==> src/rtl/jtag_pkg.sv <==
// Shared JTAG definitions: TAP state encoding (common with tapController), command
// op codes, controller states and the IEEE 1149.1 TAP transition function.
package jtag_pkg;

   typedef enum logic [3:0] {
      TEST_LOGIC_RESET = 4'h0,
      RUN_TEST_IDLE    = 4'h1,
      SELECT_DR_SCAN   = 4'h2,
      CAPTURE_DR       = 4'h3,
      SHIFT_DR         = 4'h4,
      EXIT1_DR         = 4'h5,
      PAUSE_DR         = 4'h6,
      EXIT2_DR         = 4'h7,
      UPDATE_DR        = 4'h8,
      SELECT_IR_SCAN   = 4'h9,
      CAPTURE_IR       = 4'hA,
      SHIFT_IR         = 4'hB,
      EXIT1_IR         = 4'hC,
      PAUSE_IR         = 4'hD,
      EXIT2_IR         = 4'hE,
      UPDATE_IR        = 4'hF
   } tap_state_t;

   typedef enum logic [1:0] {
      OP_TAP_RESET = 2'b00,
      OP_IDLE      = 2'b01,
      OP_SHIFT_IR  = 2'b10,
      OP_SHIFT_DR  = 2'b11
   } jtag_op_t;

   typedef enum logic [2:0] {
      CTL_IDLE      = 3'd0,
      CTL_PREAMBLE  = 3'd1,
      CTL_SHIFT     = 3'd2,
      CTL_POSTAMBLE = 3'd3,
      CTL_DONE      = 3'd4
   } ctl_state_t;

   // TMS bits sent before the shift slots, LSB first, and how many there are
   typedef struct packed {
      logic [5:0] pat;
      logic [2:0] len;
   } hdr_t;

   function automatic tap_state_t tap_next_state(input tap_state_t s, input logic tms);
      tap_state_t n;
      case (s)
         TEST_LOGIC_RESET: n = tms ? TEST_LOGIC_RESET : RUN_TEST_IDLE;
         RUN_TEST_IDLE:    n = tms ? SELECT_DR_SCAN   : RUN_TEST_IDLE;
         SELECT_DR_SCAN:   n = tms ? SELECT_IR_SCAN   : CAPTURE_DR;
         CAPTURE_DR:       n = tms ? EXIT1_DR         : SHIFT_DR;
         SHIFT_DR:         n = tms ? EXIT1_DR         : SHIFT_DR;
         EXIT1_DR:         n = tms ? UPDATE_DR        : PAUSE_DR;
         PAUSE_DR:         n = tms ? EXIT2_DR         : PAUSE_DR;
         EXIT2_DR:         n = tms ? UPDATE_DR        : SHIFT_DR;
         UPDATE_DR:        n = tms ? SELECT_DR_SCAN   : RUN_TEST_IDLE;
         SELECT_IR_SCAN:   n = tms ? TEST_LOGIC_RESET : CAPTURE_IR;
         CAPTURE_IR:       n = tms ? EXIT1_IR         : SHIFT_IR;
         SHIFT_IR:         n = tms ? EXIT1_IR         : SHIFT_IR;
         EXIT1_IR:         n = tms ? UPDATE_IR        : PAUSE_IR;
         PAUSE_IR:         n = tms ? EXIT2_IR         : PAUSE_IR;
         EXIT2_IR:         n = tms ? UPDATE_IR        : SHIFT_IR;
         UPDATE_IR:        n = tms ? SELECT_DR_SCAN   : RUN_TEST_IDLE;
         default:          n = TEST_LOGIC_RESET;
      endcase
      return n;
   endfunction

   function automatic hdr_t op_header(input jtag_op_t op);
      hdr_t h;
      case (op)
         OP_TAP_RESET: h = '{pat: 6'b011111, len: 3'd6};
         OP_IDLE:      h = '{pat: 6'b000000, len: 3'd0};
         OP_SHIFT_IR:  h = '{pat: 6'b000011, len: 3'd4};
         OP_SHIFT_DR:  h = '{pat: 6'b000001, len: 3'd3};
         default:      h = '{pat: 6'b000000, len: 3'd0};
      endcase
      return h;
   endfunction

endpackage

==> src/rtl/jtag_tap_tracker.sv <==
// Mirror of the target TAP controller, stepped with the slot's TMS on every TCK rise.
module jtag_tap_tracker
   import jtag_pkg::*;
(
   input  logic       clk,
   input  logic       TRST,
   input  logic       tck_rise,
   input  logic       tms,
   output tap_state_t state
);

   tap_state_t state_q;
   tap_state_t state_d;

   // next TAP state
   always_comb begin
      if (tck_rise) begin
         state_d = tap_next_state(state_q, tms);
      end else begin
         state_d = state_q;
      end
   end

   // TAP state register
   always_ff @(posedge clk or negedge TRST) begin
      if (!TRST) begin
         state_q <= TEST_LOGIC_RESET;
      end else begin
         state_q <= state_d;
      end
   end

   assign state = state_q;

endmodule

==> src/rtl/jtag_scan_master.sv <==
// Host-side JTAG sequencer: runs one TAP_RESET / IDLE / SHIFT_IR / SHIFT_DR command at a
// time as a series of TCK slots and returns the TDO bits captured during the shift slots.
module jtag_scan_master
   import jtag_pkg::*;
#(
   parameter int MAX_LEN = 32,
   parameter int DIV     = 2,
   parameter int LEN_W   = $clog2(MAX_LEN + 1)
) (
   input  logic               clk,
   input  logic               TRST,
   input  logic               cmd_valid,
   output logic               cmd_ready,
   input  logic [1:0]         cmd_op,
   input  logic [LEN_W-1:0]   cmd_len,
   input  logic [MAX_LEN-1:0] cmd_data,
   output logic               rsp_valid,
   output logic [MAX_LEN-1:0] rsp_data,
   output logic               busy,
   output logic               TCK,
   output logic               TMS,
   output logic               TDI,
   input  logic               TDO
);

   localparam int IDX_W  = (LEN_W > 3) ? LEN_W : 3;
   localparam int CNT_W  = $clog2(2 * DIV + 1);
   localparam int DAT_IW = (MAX_LEN > 1) ? $clog2(MAX_LEN) : 1;

   ctl_state_t         ctl_q, ctl_d;
   jtag_op_t           op_q, op_d;
   logic [LEN_W-1:0]   len_q, len_d;
   logic [MAX_LEN-1:0] data_q, data_d;
   logic [6:0]         pre_pat_q, pre_pat_d;
   logic [2:0]         pre_len_q, pre_len_d;
   logic [IDX_W-1:0]   idx_q, idx_d;
   logic [CNT_W-1:0]   cnt_q, cnt_d;
   logic               tck_q, tck_d;
   logic               tms_q, tms_d;
   logic               tdi_q, tdi_d;
   logic               rsp_valid_q, rsp_valid_d;
   logic [MAX_LEN-1:0] rsp_data_q, rsp_data_d;
   logic               cmd_ready_q, cmd_ready_d;

   tap_state_t         tap_state;
   hdr_t               hdr;
   logic               accept;
   logic               pre_needed;
   logic               zero_len;
   logic               slot_end;
   logic               in_slot_d;
   logic               tck_rise;
   logic [LEN_W-1:0]   len_clamp;
   logic [6:0]         acc_pre_pat;
   logic [2:0]         acc_pre_len;
   logic [IDX_W-1:0]   idx_step;
   logic [CNT_W-1:0]   cnt_step;

   assign accept      = cmd_valid & cmd_ready_q;
   assign hdr         = op_header(jtag_op_t'(cmd_op));
   assign len_clamp   = (cmd_len > LEN_W'(MAX_LEN)) ? LEN_W'(MAX_LEN) : cmd_len;
   // Out of Test-Logic-Reset every non-reset command first needs one TMS=0 slot
   assign pre_needed  = (tap_state == TEST_LOGIC_RESET) && (cmd_op != OP_TAP_RESET);
   assign acc_pre_pat = pre_needed ? {hdr.pat, 1'b0} : {1'b0, hdr.pat};
   assign acc_pre_len = hdr.len + {2'b00, pre_needed};
   assign zero_len    = (cmd_op != OP_TAP_RESET) && (len_clamp == {LEN_W{1'b0}});
   assign slot_end    = (cnt_q == CNT_W'(2 * DIV - 1));
   assign cnt_step    = slot_end ? {CNT_W{1'b0}} : cnt_q + CNT_W'(1);
   assign idx_step    = slot_end ? idx_q + IDX_W'(1) : idx_q;

   // controller state register
   always_ff @(posedge clk or negedge TRST) begin
      if (!TRST) begin
         ctl_q <= CTL_IDLE;
      end else begin
         ctl_q <= ctl_d;
      end
   end

   // next controller state, slot position and latched command
   always_comb begin
      ctl_d     = ctl_q;
      op_d      = op_q;
      len_d     = len_q;
      data_d    = data_q;
      pre_pat_d = pre_pat_q;
      pre_len_d = pre_len_q;
      idx_d     = idx_step;
      cnt_d     = cnt_step;
      case (ctl_q)
         CTL_IDLE: begin
            idx_d = {IDX_W{1'b0}};
            cnt_d = {CNT_W{1'b0}};
            if (accept) begin
               op_d      = jtag_op_t'(cmd_op);
               len_d     = len_clamp;
               data_d    = cmd_data;
               pre_pat_d = acc_pre_pat;
               pre_len_d = acc_pre_len;
               ctl_d     = zero_len ? CTL_DONE :
                           (acc_pre_len != 3'd0) ? CTL_PREAMBLE : CTL_SHIFT;
            end else begin
               ctl_d = CTL_IDLE;
            end
         end
         CTL_PREAMBLE: begin
            if (slot_end && (idx_q == IDX_W'(pre_len_q) - IDX_W'(1))) begin
               idx_d = {IDX_W{1'b0}};
               ctl_d = (op_q == OP_TAP_RESET) ? CTL_DONE : CTL_SHIFT;
            end else begin
               ctl_d = CTL_PREAMBLE;
            end
         end
         CTL_SHIFT: begin
            if (slot_end && (idx_q == IDX_W'(len_q) - IDX_W'(1))) begin
               idx_d = {IDX_W{1'b0}};
               ctl_d = (op_q == OP_IDLE) ? CTL_DONE : CTL_POSTAMBLE;
            end else begin
               ctl_d = CTL_SHIFT;
            end
         end
         CTL_POSTAMBLE: begin
            if (slot_end && (idx_q == IDX_W'(1))) begin
               idx_d = {IDX_W{1'b0}};
               ctl_d = CTL_DONE;
            end else begin
               ctl_d = CTL_POSTAMBLE;
            end
         end
         CTL_DONE: begin
            ctl_d = CTL_IDLE;
         end
         default: begin
            ctl_d = CTL_IDLE;
         end
      endcase
   end

   // pin values for the coming cycle; TMS/TDI are only recomputed per slot
   always_comb begin
      in_slot_d = (ctl_d == CTL_PREAMBLE) || (ctl_d == CTL_SHIFT) || (ctl_d == CTL_POSTAMBLE);
      tck_d     = in_slot_d && (cnt_d >= CNT_W'(DIV));
      tck_rise  = tck_d & ~tck_q;
      tms_d     = tms_q;
      tdi_d     = 1'b0;
      case (ctl_d)
         CTL_PREAMBLE:  tms_d = pre_pat_d[idx_d[2:0]];
         CTL_SHIFT: begin
            tms_d = op_d[1] && (idx_d == IDX_W'(len_d) - IDX_W'(1));
            tdi_d = op_d[1] & data_d[idx_d[DAT_IW-1:0]];
         end
         CTL_POSTAMBLE: tms_d = (idx_d == {IDX_W{1'b0}});
         default:       tms_d = tms_q;
      endcase
      rsp_data_d = rsp_data_q;
      if ((ctl_q == CTL_IDLE) && accept) begin
         rsp_data_d = {MAX_LEN{1'b0}};
      end else if (tck_rise && (ctl_q == CTL_SHIFT) && op_q[1]) begin
         rsp_data_d[idx_q[DAT_IW-1:0]] = TDO;
      end else begin
         rsp_data_d = rsp_data_q;
      end
      rsp_valid_d = (ctl_q == CTL_DONE);
      cmd_ready_d = (ctl_d == CTL_IDLE);
   end

   // datapath and pin registers
   always_ff @(posedge clk or negedge TRST) begin
      if (!TRST) begin
         op_q        <= OP_TAP_RESET;
         len_q       <= {LEN_W{1'b0}};
         data_q      <= {MAX_LEN{1'b0}};
         pre_pat_q   <= 7'd0;
         pre_len_q   <= 3'd0;
         idx_q       <= {IDX_W{1'b0}};
         cnt_q       <= {CNT_W{1'b0}};
         tck_q       <= 1'b0;
         tms_q       <= 1'b1;
         tdi_q       <= 1'b0;
         rsp_valid_q <= 1'b0;
         rsp_data_q  <= {MAX_LEN{1'b0}};
         cmd_ready_q <= 1'b1;
      end else begin
         op_q        <= op_d;
         len_q       <= len_d;
         data_q      <= data_d;
         pre_pat_q   <= pre_pat_d;
         pre_len_q   <= pre_len_d;
         idx_q       <= idx_d;
         cnt_q       <= cnt_d;
         tck_q       <= tck_d;
         tms_q       <= tms_d;
         tdi_q       <= tdi_d;
         rsp_valid_q <= rsp_valid_d;
         rsp_data_q  <= rsp_data_d;
         cmd_ready_q <= cmd_ready_d;
      end
   end

   jtag_tap_tracker u_tracker (
      .clk      (clk),
      .TRST     (TRST),
      .tck_rise (tck_rise),
      .tms      (tms_q),
      .state    (tap_state)
   );

   assign cmd_ready = cmd_ready_q;
   assign busy      = ~cmd_ready_q;
   assign rsp_valid = rsp_valid_q;
   assign rsp_data  = rsp_data_q;
   assign TCK       = tck_q;
   assign TMS       = tms_q;
   assign TDI       = tdi_q;

endmodule

==> config.mk <==
export PLATFORM = sky130hd
export DESIGN_NAME = jtag_scan_master
export DESIGN_NICKNAME = d
export VERILOG_FILES = /design/src/rtl/jtag_pkg.sv /design/src/rtl/jtag_tap_tracker.sv /design/src/rtl/jtag_scan_master.sv
export SDC_FILE = /design/constraint.sdc
export NUM_CORES = 1
export LEC_CHECK = 0
export ABC_CLOCK_PERIOD_IN_PS = 6600
export BUFFER_PORTS_ARGS = -buffer_cell sky130_fd_sc_hd__buf_2
export CORE_ASPECT_RATIO = 1.5
export CORE_UTILIZATION = 43
export DETAILED_ROUTE_END_ITERATION = 8
export PLACE_DENSITY = 0.66
export SYNTH_ARGS = -nofsm -noshare
export SYNTH_HDL_FRONTEND = slang
export SYNTH_HIERARCHICAL = 1
export SYNTH_SLANG_ARGS = --single-unit
export TNS_END_PERCENT = 10
==> constraint.sdc <==
create_clock -name clk -period 6.6 [get_ports clk]
set_clock_uncertainty 0.15 [all_clocks]
set_input_delay 1.65 -clock clk [delete_from_list [all_inputs] [get_ports clk]]
set_output_delay 1.65 -clock clk [all_outputs]
set_load 0.03 [all_outputs]
# Word level (Yosys, flattened, before mapping)
# Cells that the tools add are included.
# totals
reg_bits	103
in_bits	44
out_inout_bits	38
word_cells	143
# classes
addsub	6
order_cmp	6
n_eq_ne	31
n_mux	51
n_bitwise	5
n_reduce_logical	28
# ops
operator	count
2-to-1 mux 32 bit	4
case mux 4 bit (12 select lines)	1
2-to-1 mux 6 bit	7
case mux 9 bit (4 select lines)	1
2-to-1 mux 3 bit	11
bitwise mux 32 bit	1
equality test 4 bit (second input constant)	8
case mux 6 bit (4 select lines)	1
2-to-1 mux 7 bit	3
equality test 6 bit	3
equality test 4 x 3 -> 1 bit (second input constant)	4
2-to-1 mux 4 bit	4
equality test 3 x 2 -> 1 bit (second input constant)	5
logical NOT 6 bit	2
< comparator 5 x 6 -> 1 bit (second input constant)	2
2-to-1 mux 2 bit	6
case mux 3 bit (4 select lines)	1
subtractor 6 x 1 -> 6 bit (second input constant)	2
logical AND 1 bit	11
equality test 4 x 2 -> 1 bit (second input constant)	2
2-to-1 mux 1 bit	7
adder 6 x 1 -> 6 bit (second input constant)	1
equality test 3 x 1 -> 1 bit (second input constant)	2
equality test 6 x 1 -> 1 bit (second input constant)	1
26 further kinds	37

# Depth between registers and ports, before layout
# logic_depth
depth_word	17
depth_mapped	14
ltp_nobuf	13

# Hierarchy
# Netlist, hierarchy kept.
# modules_own_cells
module	instances	cells_per_inst	area_each_um2	seq_area_each_um2
jtag_scan_master	1	549	5255.0	2479.9
jtag_tap_tracker	1	47	400.4	100.1

# Worst setup path before layout
# No wires, ideal clock.
# synth_path
path_kind	input to register
start	input cmd_op[1]
end	register rsp_data_q[20] (netlist: rsp_data[20])
setup_time_ps	135
t_arrival_ps	4057
required_time_ps	6315
path_slack_ps	2258
path_stages	12
path_buffers	2
path_cell_list	clkbuf_1 nor2_1 nor2_1 ha_1 and3b_1 a31oi_1 o311a_4 a2111oi_4 nand2_4 buf_6 o211ai_1 o31ai_1
# synth_via
elab_chain_len	16
elab_cells_between_ends	24
classes_between	add/sub (1); eq/ne (6); mux (5); bitwise (1); reduce/logical (11)
# synth_lines
item	line	rtl
start: declaration	jtag_scan_master.sv:14	input logic [1:0] cmd_op,
equality test 2 bit, or another cell as far along	jtag_pkg.sv:71	case (op)
case mux 9 bit (4 select lines) / logical AND 1 bit (equally long branches)	jtag_pkg.sv:71, jtag_scan_master.sv:63	
adder 3 x 1 -> 3 bit (*)	jtag_scan_master.sv:65	assign acc_pre_len = hdr.len + {2'b00, pre_needed};
net acc_pre_len[0]	jtag_scan_master.sv:55	logic [2:0] acc_pre_len;
nonzero test 3 bit (*)	jtag_scan_master.sv:101	(acc_pre_len != 3'd0) ? CTL_PREAMBLE : CTL_SHIFT;
2-to-1 mux 2 bit (*)	jtag_scan_master.sv:101	
2-to-1 mux 3 bit (*)	jtag_scan_master.sv:100	ctl_d = zero_len ? CTL_DONE :
2-to-1 mux 3 bit (*)	jtag_scan_master.sv:94	if (accept) begin
case mux 3 bit (4 select lines) (*)	jtag_scan_master.sv:90	case (ctl_q)
equality test 3 x 1 -> 1 bit / equality test 3 x 2 -> 1 bit (equally long branches)	jtag_scan_master.sv:141	in_slot_d = (ctl_d == CTL_PREAMBLE) || (ctl_d == CTL_SHIFT) || (ctl_d == CTL_POSTAMBLE);
logical OR 1 bit	jtag_scan_master.sv:141	
logical OR 1 bit (*)	jtag_scan_master.sv:141	
logical AND 1 bit (*)	jtag_scan_master.sv:142	tck_d = in_slot_d && (cnt_d >= CNT_W'(DIV));
AND 1 bit (*)	jtag_scan_master.sv:143	tck_rise = tck_d & ~tck_q;
logical AND 1 bit (*) (2 in a row)	jtag_scan_master.sv:158	end else if (tck_rise && (ctl_q == CTL_SHIFT) && op_q[1]) begin
nonzero test 2 bit (no line) (*)	--	
end signal: assignment	jtag_scan_master.sv:181	rsp_data_q <= {MAX_LEN{1'b0}};
end signal: assignment	jtag_scan_master.sv:195	rsp_data_q <= rsp_data_d;
end: declaration	jtag_scan_master.sv:42	logic [MAX_LEN-1:0] rsp_data_q, rsp_data_d;
# The timed path passes the listed nets; every way through them passes the cells marked *. The select of a mux whose other input is x is not followed.
# A chain may end at the register's enable or synchronous reset.

# Worst setup path after layout
# layout_path
start	input cmd_op[0]
end	register rsp_data_q[15] (netlist: rsp_data[15])
# Same word-level chain as after synthesis.

==> results.ini <==
[final_layout]
layout-drive-gt1-share_pct = 19.4
area_delta_synth_final_pct = 13.4
fin_cells = 819
design_area_sq_mm = 0.00641
num_antenna_cells = 0
finalNetCount = 708

[critical_path]
reg2reg_from = idx_q[4]
cp_max_fo = 14
startpoint = cmd_op[0]
worstSetupStartpointType = input pin
cp-end-kind = flip-flop
criticalPathCategory = input pin to flip-flop
critical_path_required_ns = 6.64
worstPathArrival_ns = 4.45

[cts]
clockBufferDepth = 2
ctsResizeCount = 0
cts_sinks = 103
tritoncts = built
numCtsBuffers = 9
clk_latency_ns = 0.35
clk_pin_slew_ns = 0.07
root_buffer = clkbuf_16
htreeDepth = 3
postCtsSetupBuffers = 0
hold_buffers = 0

[logic_synthesis]
postSynthCellCount = 596
ys.flop_type = dfrtp_1
synth-edff-count = 0
synth.net_count = 649
syn_area_per_cell_sq_um = 9.49
synthArstFlopShare_pct = 100
ys_ff_latch = 103
synthDistinctLibCells = 75
synth.yosys.seq_area_share_pct = 45.6
yosys_warnings = 6
synthesis.area_sq_mm = 0.00566

[floorplan]
core_area_sq_mm = 0.0129
die_x_microns = 95.6
io_pins = 82
initial_core_util_pct = 43.9
die_area_sq_mm = 0.0136
die_h_microns = 142
row_count = 51

[drt]
first_pass_iters = 5
drt_first_iter_violations = 266
wire_per_inst_microns = 17.4
wirelength_microns = 14300
vias = 4733
vias_per_cell = 5.78
antenna_left = 0
drc = 0

[sta]
tightest_slew_ns = 1.04
hold_viol = 0
post-route-period-util_pct = 66.9
setup_tns_ns = 0
slew_violations = 0
relSlewSlack_pct = 30.2
setup_slack_ns = 2.19
rsz0062_at_grt = no
holdWs_ns = 0.302
setup_viol = 0
layout_min_cycle_time_ns = 4.41
clock.fmax_mhz = 227

[place]
pre_cts_ws_ns = 1.88
io_buffers = 81
dp_cells = 803
placed_area_sq_mm = 0.00611
hpwl_microns = 10200
place.gp.congestion = 0.873

[min_path]
min_from = cnt_q[0]
min_path_type = flip-flop to flip-flop

[run]
maxCapViolCount = 0

[pwr]
irDropWorstVdd_mv = 0.186
p_leak_nw = 3.01
pwr_density_cell_mw_per_mm2 = 416

[global_route]
grt_overflow = 0
antenna_found_initial = 0
grt_max_degree = 64
first_global_vias = 4692
grt_pass1_wl_microns = 23400
grtUsageTotal_pct = 22.2

[outcome]
run_status = finished clean

[cell usage in the layout, fill, tap and decap left out, types with 8 or more instances in the layout]
master,instances
nor3b_1,8
o31ai_1,31
and2_1,8
xnor2_1,13
ha_1,9
mux2_2,8
nor2b_1,8
inv_1,24
xor2_1,10
nor3_1,11
clkbuf_16,9
dfrtp_1,101
nand3_1,14
buf_2,80
nand4_1,8
o21ai_1,8
o21ai_0,8
nand2_1,103
o211ai_1,31
nor2_1,29
a21oi_1,18
[worst max-delay path: stages]
cell,delay [ns]
buf_2,0.14
nor2_1,0.25
nor2_1,0.08
ha_1,0.33
and3b_1,0.24
a31oi_1,0.10
o311a_4,0.17
a2111oi_4,0.88
nand2_4,0.25
o211ai_1,0.24
o31ai_1,0.10
[logic make-up after synthesis]
kind of cell | synth area share, %
flip-flops | 45.6
multiplexers | 3.23
AND/OR/NAND/NOR | 21.3
AO/OA/AOI/OAI | 19.2
XOR/XNOR | 3.56
adder cells (fa/ha/maj) | 1.99
buffers and inverters | 5.09
[worst paths after layout]
| check | to | slack (ns) | cells after the start |
|---|---|---|---|
| max in group asynchronous | pre_len_q[1] | 3.98 | 2 |
| min in group asynchronous | rsp_data[26] | 1.12 | 1 |
| min reg2reg | cnt_q[0] | 0.30 | 1 |
| max reg2reg | TMS | 2.60 | 8 |
| min | cnt_q[0] | 0.30 | 1 |
| max | rsp_data[15] | 2.19 | 11 |
[cell type report]
type	count	area [sq um]
Multi-Input combinational cell	430	2790
Timing Repair Buffer	85	438
Sequential cell	103	2580
Clock buffer	9	225
Fill cell	1220	6480
Tap cell	159	199
Clock inverter	7	80.1
Inverter	26	97.6
[per-stage QoR]
step | util, % | total power [mW]
after floorplan | - | 1.82
after global placement | 47.4 | 2.08
after detailed placement | 47.4 | 2.12
after CTS | 49.8 | 2.67
after global routing | 49.8 | 2.85
final | 49.8 | 2.67
[registers in the layout (all words and copies together), names as in the netlist, 3 cells and up]
name / cells
idx_q: 6
cnt_q: 3
len_q: 6
pre_len_q: 3
data_q: 32
u_tracker/state: 4
rsp_data: 32
pre_pat_q: 7
ctl_q: 3
[power by group]
group	leakage (nW)	switching [mW]	internal, mW
registers	1.34	0.151	0.813
logic	1.53	0.710	0.445
clock network	0.143	0.251	0.299
total	3.01	1.11	1.56
[synth_stat cells (8+ instances only)]
cell	number	area share, %
a21oi_1	18	1.6
and2_1	8	0.88
clkbuf_1	22	1.5
dfrtp_1	101	45
ha_1	9	2.0
inv_1	24	1.6
mux2_2	8	1.6
nand2_1	103	6.8
nand3_1	15	1.3
nand4_1	8	0.88
nor2_1	29	1.9
nor2b_1	8	0.88
nor3_1	11	0.97
nor3b_1	8	1.1
o211ai_1	31	4.1
o21ai_0	8	0.71
o21ai_1	8	0.71
o31ai_1	31	4.1
xnor2_1	13	2.0
xor2_1	10	1.5
[layer usage]
layer | track usage [%] | up-vias | part of all wire (%)
met4 | 9.43 | 0 | 2.8
met3 | 3.21 | 27 | 3.6
met1 | 26.8 | 2300 | 42
li1 | - | 2275 | -
met5 | 0 | - | 0
met2 | 38.9 | 131 | 51
Power figures use the tool's default switching activity.
